### config.mk
export PLATFORM = sky130hd
export DESIGN_NAME = weight_replay_buf
export DESIGN_NICKNAME = d
export VERILOG_FILES = /design/src/rtl/weight_replay_buf.sv
export SDC_FILE = /design/constraint.sdc
export NUM_CORES = 2
export LEC_CHECK = 0
export CAP_MARGIN = 15
export CORE_MARGIN = 2
export CORE_UTILIZATION = 25
export CTS_CLUSTER_DIAMETER = 200
export DETAILED_ROUTE_END_ITERATION = 8
export SLEW_MARGIN = 0
export SYNTH_ARGS = -nofsm -noshare
export SYNTH_HDL_FRONTEND = slang
export SYNTH_MEMORY_MAX_BITS = 65536
export SYNTH_SLANG_ARGS = --single-unit
### constraint.sdc
create_clock -name ap_clk -period 3.2 [get_ports ap_clk]
set_clock_uncertainty 0.05 [all_clocks]
set_input_delay 0.48 -clock ap_clk [delete_from_list [all_inputs] [get_ports ap_clk]]
set_output_delay 0.48 -clock ap_clk [all_outputs]
set_load 0.05 [all_outputs]
### src/rtl/weight_replay_buf.sv
// Kernel replay buffer: loads KERN_S coefficients, then streams them N_REPLAY times to the MAC.
// First output follows the last load write by one cycle; output stalls hold all state, input is closed during replay.
module weight_replay_buf #(
   parameter int COEFF_W  = 16,
   parameter int KERN_S   = 288,
   parameter int N_REPLAY = 4
) (
   input  logic               ap_clk,
   input  logic               ap_rst,
   input  logic [COEFF_W-1:0] input_V_din,
   output logic               input_V_full_n,
   input  logic               input_V_write,
   output logic [COEFF_W-1:0] output_V_din,
   input  logic               output_V_full_n,
   output logic               output_V_write,
   output logic               kern_done,
   output logic               proto_err
);
   localparam int IW = (KERN_S > 1) ? $clog2(KERN_S) : 1;
   localparam int PW = (N_REPLAY > 1) ? $clog2(N_REPLAY) : 1;
   localparam logic [IW-1:0] LAST_IDX  = IW'(KERN_S - 1);
   localparam logic [PW-1:0] LAST_PASS = PW'(N_REPLAY - 1);

   typedef enum logic {LOAD = 1'b0, PLAY = 1'b1} state_t;

   state_t             state;
   logic [IW-1:0]      wr_idx;
   logic [IW-1:0]      rd_idx;
   logic [PW-1:0]      pass;
   logic [COEFF_W-1:0] mem [KERN_S];

   logic load_wr;
   logic play_adv;
   logic last_coeff;

   assign load_wr    = (state == LOAD) && input_V_write;
   assign play_adv   = (state == PLAY) && output_V_full_n;
   assign last_coeff = (rd_idx == LAST_IDX) && (pass == LAST_PASS);

   // Register file is deliberately left out of reset; contents are only read after a full load.
   always_ff @(posedge ap_clk) begin
      if (load_wr) begin
         mem[wr_idx] <= input_V_din;
      end
   end

   always_ff @(posedge ap_clk or posedge ap_rst) begin
      if (ap_rst) begin
         state     <= LOAD;
         wr_idx    <= '0;
         rd_idx    <= '0;
         pass      <= '0;
         proto_err <= 1'b0;
      end else begin
         if (input_V_write && (state == PLAY)) begin
            proto_err <= 1'b1;
         end
         case (state)
            LOAD: begin
               if (input_V_write) begin
                  if (wr_idx == LAST_IDX) begin
                     wr_idx <= '0;
                     state  <= PLAY;
                  end else begin
                     wr_idx <= wr_idx + 1'b1;
                  end
               end
            end
            PLAY: begin
               if (output_V_full_n) begin
                  if (rd_idx == LAST_IDX) begin
                     rd_idx <= '0;
                     if (pass == LAST_PASS) begin
                        pass  <= '0;
                        state <= LOAD;
                     end else begin
                        pass <= pass + 1'b1;
                     end
                  end else begin
                     rd_idx <= rd_idx + 1'b1;
                  end
               end
            end
            default: state <= LOAD;
         endcase
      end
   end

   // Outputs depend only on state and downstream room, never on the upstream write path.
   assign input_V_full_n = (state == LOAD);
   assign output_V_write = play_adv;
   assign output_V_din   = (state == PLAY) ? mem[rd_idx] : '0;
   assign kern_done      = play_adv && last_coeff;

endmodule

# ---- Word-level counts from Yosys, hierarchy flattened
# Memory sizes are Yosys's and may differ from the RTL's.
# Index checks and enable logic that the tools add are counted.
dict set report totals {
  reg_bits 22
  latchBits 0
  ram_bits 4608
  mem_bits_ro 0
  input_bits 20
  output_inout_bits 20
  word_cells 33
  mem_count 1
}
dict set report op_classes {
  add_sub_neg 3
  multipliers 0
  n_div 0
  magnitude_cmp 0
  n_eq_ne 3
  n_shift 0
  mux 12
  n_bitwise 1
  n_reduce_logical 8
}
# name words word_bits rd rd_ports_with_merged_regs wr line
set memory_table {}
lappend memory_table {mem 288 16 1 0 1 30} ;# logic [COEFF_W-1:0] mem [KERN_S];
# op n
set ops {}
lappend ops {{9-bit by 1-bit adder with 9-bit output, second input constant} 2}
lappend ops {{9-bit equality test, second input constant} 2}
lappend ops {{9-bit two-way mux} 2}
lappend ops {{16-bit two-way mux} 1}
lappend ops {{1-bit two-way mux} 7}
lappend ops {{1-bit logical AND} 5}
lappend ops {{2-bit AND reduction} 2}
lappend ops {{3-bit AND reduction} 1}
lappend ops {{2-bit by 1-bit adder with 2-bit output, second input constant} 1}
lappend ops {{2-bit equality test, second input constant} 1}
lappend ops {{2-bit two-way mux} 1}
lappend ops {{1-bit one-hot mux with 2 select lines} 1}
lappend ops {{1-bit inverter} 1}

# ---- Depth between registers and ports, before layout
dict set report depth {
  ltp_word 5
  mapped_depth 15
  mapped_depth_nobuf 7
}

# ---- Least setup slack after synthesis
# OpenSTA, ideal clock, no wires.
dict set report synth_timing {
  kind {reg2out}
  start {register rd_idx[1]}
  end {output port output_V_din[3]}
  t_arrival_ps 3386
  required_time_ps 2670
  path_slack_ps -716
  path_stages_with_launch 12
  path_buffers 5
  cell_sequence {dfrtp_1 buf_4 buf_6 buf_2 buf_6 clkbuf_1 nand2_1 o221ai_1 nor3_1 nor2_1 o32a_1 a221oi_1}
}
dict set report synth_between {
  elab_chain_cells 2
}
# item line
set synth_rtl {}
lappend synth_rtl {{start: declaration} 28} ;# logic [IW-1:0] rd_idx;
lappend synth_rtl {{start signal: assignment} 80} ;# rd_idx <= rd_idx + 1'b1;
lappend synth_rtl {{memory read 288 x 16 bit} -}
lappend synth_rtl {{16-bit two-way mux} 92} ;# assign output_V_din = (state == PLAY) ? mem[rd_idx] : '0;
lappend synth_rtl {{end: declaration} 13} ;# output logic [COEFF_W-1:0] output_V_din,
# Every way passes these cells.

# ---- Final worst setup path
dict set report layout_timing {
  start {register rd_idx[0]}
  end {output port output_V_din[4]}
}
# Same word-level chain as after synthesis.

==> metrics.md <==
| Metric | Value |
|---|---|
| Status | `finished with violations` |
| Failing checks | `setup timing` |
| Num rows | `310` |
| Distinct cells, synth | `between 60 and 70` |
| Worst slew margin | `19.8%` |
| DRT Pass-1 Iters | `7` |
| Fillers | `68,097` |
| Top cells by area, synth | `edfxtp_1, mux4_2, mux2i_1` |
| CTS Buf Count | `approximately 460` |
| Initial Util | `~25%` |
| Total power | `approximately 120 mW` |
| Most frequent cell after synthesis | `edfxtp_1` |
| Top cells by count, synth | `edfxtp_1, mux4_2, nor2_1` |
| Core Box Area | `713,000 sq um` |
| Root buffer cell | `clkbuf_16` |
| Non-Filler Instances | `about 19,000` |
| DR WL/cell | `~26 um` |
| Area Growth Syn to Fin | `23.8%` |
| Slowest stage delay, CP | `approximately 0.52 ns` |
| WS Path Type | `flop to output pin` |
| Fin crit share | `162%` |
| IO Port Bufs | `39` |
| Maxcap violations | `0` |
| Initial antenna violation count | `26` |
| First-pass GRT wire length | `707,000 um` |
| Reg-to-Reg Start | `state` |
| Total GRT Usage | `13.4%` |
| Mapped cell area | `around 180,000 sq um` |
| Top FF cell, synth | `edfxtp_1` |
| Post-route DRC | `0` |
| RR Endpoint | `mem[25][6]` |
| Area share of the largest cell type after synthesis | `approximately 77%` |
| RSZ-0062 raised after global routing | `yes` |
| Clk sinks | `around 4,600` |
| Hpwl dp | `between 300,000 and 400,000 um` |
| Final Hold Viols | `0` |
| Global route overflow | `0` |
| CP top delay family | `buffers and inverters` |
| CP max FO | `12` |
| Vias in the first global route | `around 90,000` |
| Synth area leader | `edfxtp_1` |
| Hold depth | `1` |
| Clock Path Buffers | `4` |
| CTS tree | `done` |
| CP arrival | `4.66 ns` |
| Peak supply drop | `between 0.5 and 0.6 mV` |
| Fin worst setup slack | `-1.99 ns` |
| Slew Limit Fails | `0` |
| Sequential fraction of the synthesis area | `~78%` |
| Cell count after synthesis | `8,017` |
| Worst-path cell chain | `buf_12, buf_16, buf_16, buf_16, mux4_2, mux2i_1, a211oi_1, nor3_2, buf_4, o21ai_4, buf_4, o311a_4, buf_8` |
| Iter 0 DRT Violations | `11,920` |
| Vias | `between 90,000 and 100k` |
| Synth Register Bits | `4,630` |
| YS warnings | `0` |
| Worst hold path type | `input port to flop` |
| Crit. End Element | `output pin` |
| Placed insts | `18,393` |
| Global placement routability congestion | `~0.84` |
| Crit path required time | `between 2 and 3 ns` |
| ANT nets after route | `0` |
| Final nets | `about 9,500` |
| Ports | `40` |
| Max frequency | `a little under 0.2 GHz` |
| Least-Margin Pin Slew | `1.20 ns` |
| Most frequent CP cell | `buf_16` |
| Share of flip-flops with an asynchronous set or reset | `0.475%` |
| R2R Setup Slk | `approximately 0.22 ns` |
| Htree depth | `5` |
| Buffers and inverters on the worst path | `7` |
| Die area | `723,000 sq um` |
| Reg2Reg Depth | `8` |
| Final number of setup-violating endpoints | `17` |
| Worst skew pair latency | `about 1.1 ns` |
| Leakage power | `around 67 nW` |
| Syn Area/Cell | `between 20 and 25 sq um` |
| Total negative slack | `-30.43 ns` |
| Hold Path Sink | `mem[54][3]` |
| CP max-delay cell | `mux4_2` |
| Crit path launch type | `flop` |
| Pin count of the biggest net entering global routing | `roughly 160` |
| Post-synth EDFFs | `about 4,600` |
| Syn_nets | `8,043` |
| Hold wc startpoint | `input_V_din[3]` |
| DP Worst Slack | `-1.61 ns` |
| WHS | `roughly 0.10 ns` |
| Chip height | `about 850 um` |
| CTS clk-pin slew, worst paths | `around 0.060 ns` |
| Die width | `approximately 850 um` |
| PwrDens | `between 500 and 600 nW/um^2` |
| Routed WL | `505,000 um` |
| Fraction of layout cells with a size suffix above 1 | `35.2%` |
| Tmin final | `5.19 ns` |
| Vias per inst | `between 4 and 5` |
==> layout make-up <==
type	count	area [sq um]	area share (%)
flip-flops and latches	4630	139000	62.7
multi-input cells	2908	38200	17.2
repair buffers	1457	17700	8.01
well taps	9516	11900	5.38
clock buffers	559	11900	5.36
clock inverters	280	2760	1.25
inverters	13	53.8	0.0243
diodes	8	20.0	0.00904
==> per-stage QoR <==
stage	util (%)	area (sq um)
3_5_place_dp	28.6	204000
4_1_cts	30.9	221000
6_report	31.1	221000
2_1_floorplan	-	179000
3_3_place_gp	28.6	204000
5_1_grt	31.1	221000
==> cells by family (layout without fill, tap and decap cells) <==
logic type	Yosys count	after routing	synth area share, %
flip-flops	4630	4630	77.6
other	0	8	0
buffers and inverters	479	2309	1.86
adder cells (fa/ha/maj)	6	6	0.0420
AO/OA/AOI/OAI	711	711	2.74
multiplexers	1482	1482	15.9
XOR/XNOR	11	11	0.0538
AND/OR/NAND/NOR	698	698	1.73
==> worst max-delay path by stage <==
| stage | endpoint | slack [ns] | from | cells past startpoint |
|---|---|---|---|---|
| final | output_V_din[4] | -1.99 | rd_idx[0] | 13 |
| after global routing | output_V_din[6] | -1.99 | rd_idx[0] | 16 |
| after CTS | output_V_din[1] | -2.03 | rd_idx[0] | 11 |
| after detailed placement | output_V_din[4] | -1.61 | rd_idx[0] | 13 |
| after global placement | output_V_din[4] | -1.67 | rd_idx[0] | 13 |
| after floorplan | output_V_din[2] | -0.03 | rd_idx[0] | 11 |
==> routing by layer <==
layer,vias to the layer above,part of all wire [%],global-route usage [%]
met1,49435,42,18.8
met5,-,0.018,0
met2,3858,47,21.8
li1,37053,-,-
met3,683,7.9,2.06
met4,12,3.0,3.76
==> what timing repair did <==
action	4_1_cts	5_1_grt
cloned	15	5
hold buffers	16	0
pin swaps	54	51
gates resized for setup	236	117
endpoints found under the setup margin	17	17
endpoints found under the hold margin	526	0
buffers inserted	71	41
==> registers in the layout, summed over array words and instances (netlist names) <==
name       cells
pass           2
mem         4608
wr_idx         9
proto_err      1
rd_idx         9
state          1
==> worst register-to-register path, delay by kind of cell (launching register included) <==
family | cells | cell delay [ns]
buf+inv | 4 | 1.26
simple gates | 4 | 0.88
flops | 1 | 0.38
==> where the power goes <==
part / total, mW / switching [mW] / internal, mW / leakage, nW
sequential: 67.2 / 0.122 / 67.1 / 41.7
clock: 52.8 / 23.3 / 29.5 / 7.09
combinational: 3.21 / 2.45 / 0.755 / 17.8
total: 123 / 25.8 / 97.4 / 66.6
==> placed cells by master, fill, tap and decap left out, drive strengths merged, types with 20 or more instances in the layout <==
cell       n
o221ai    73
dfrtp     22
clkbuf   564
a21oi    124
clkinv   216
inv       22
nor3      43
nor2b     36
o21ai     69
mux2i    361
a22oi     66
bufinv    39
o22ai    153
edfxtp  4608
buf     1422
a22o      28
a211oi    60
nand2    117
nand3     40
mux4    1080
mux2      41
nand2b    20
nor2     366
a31oi     25
No activity file was read; power rests on OpenSTA's default activity.
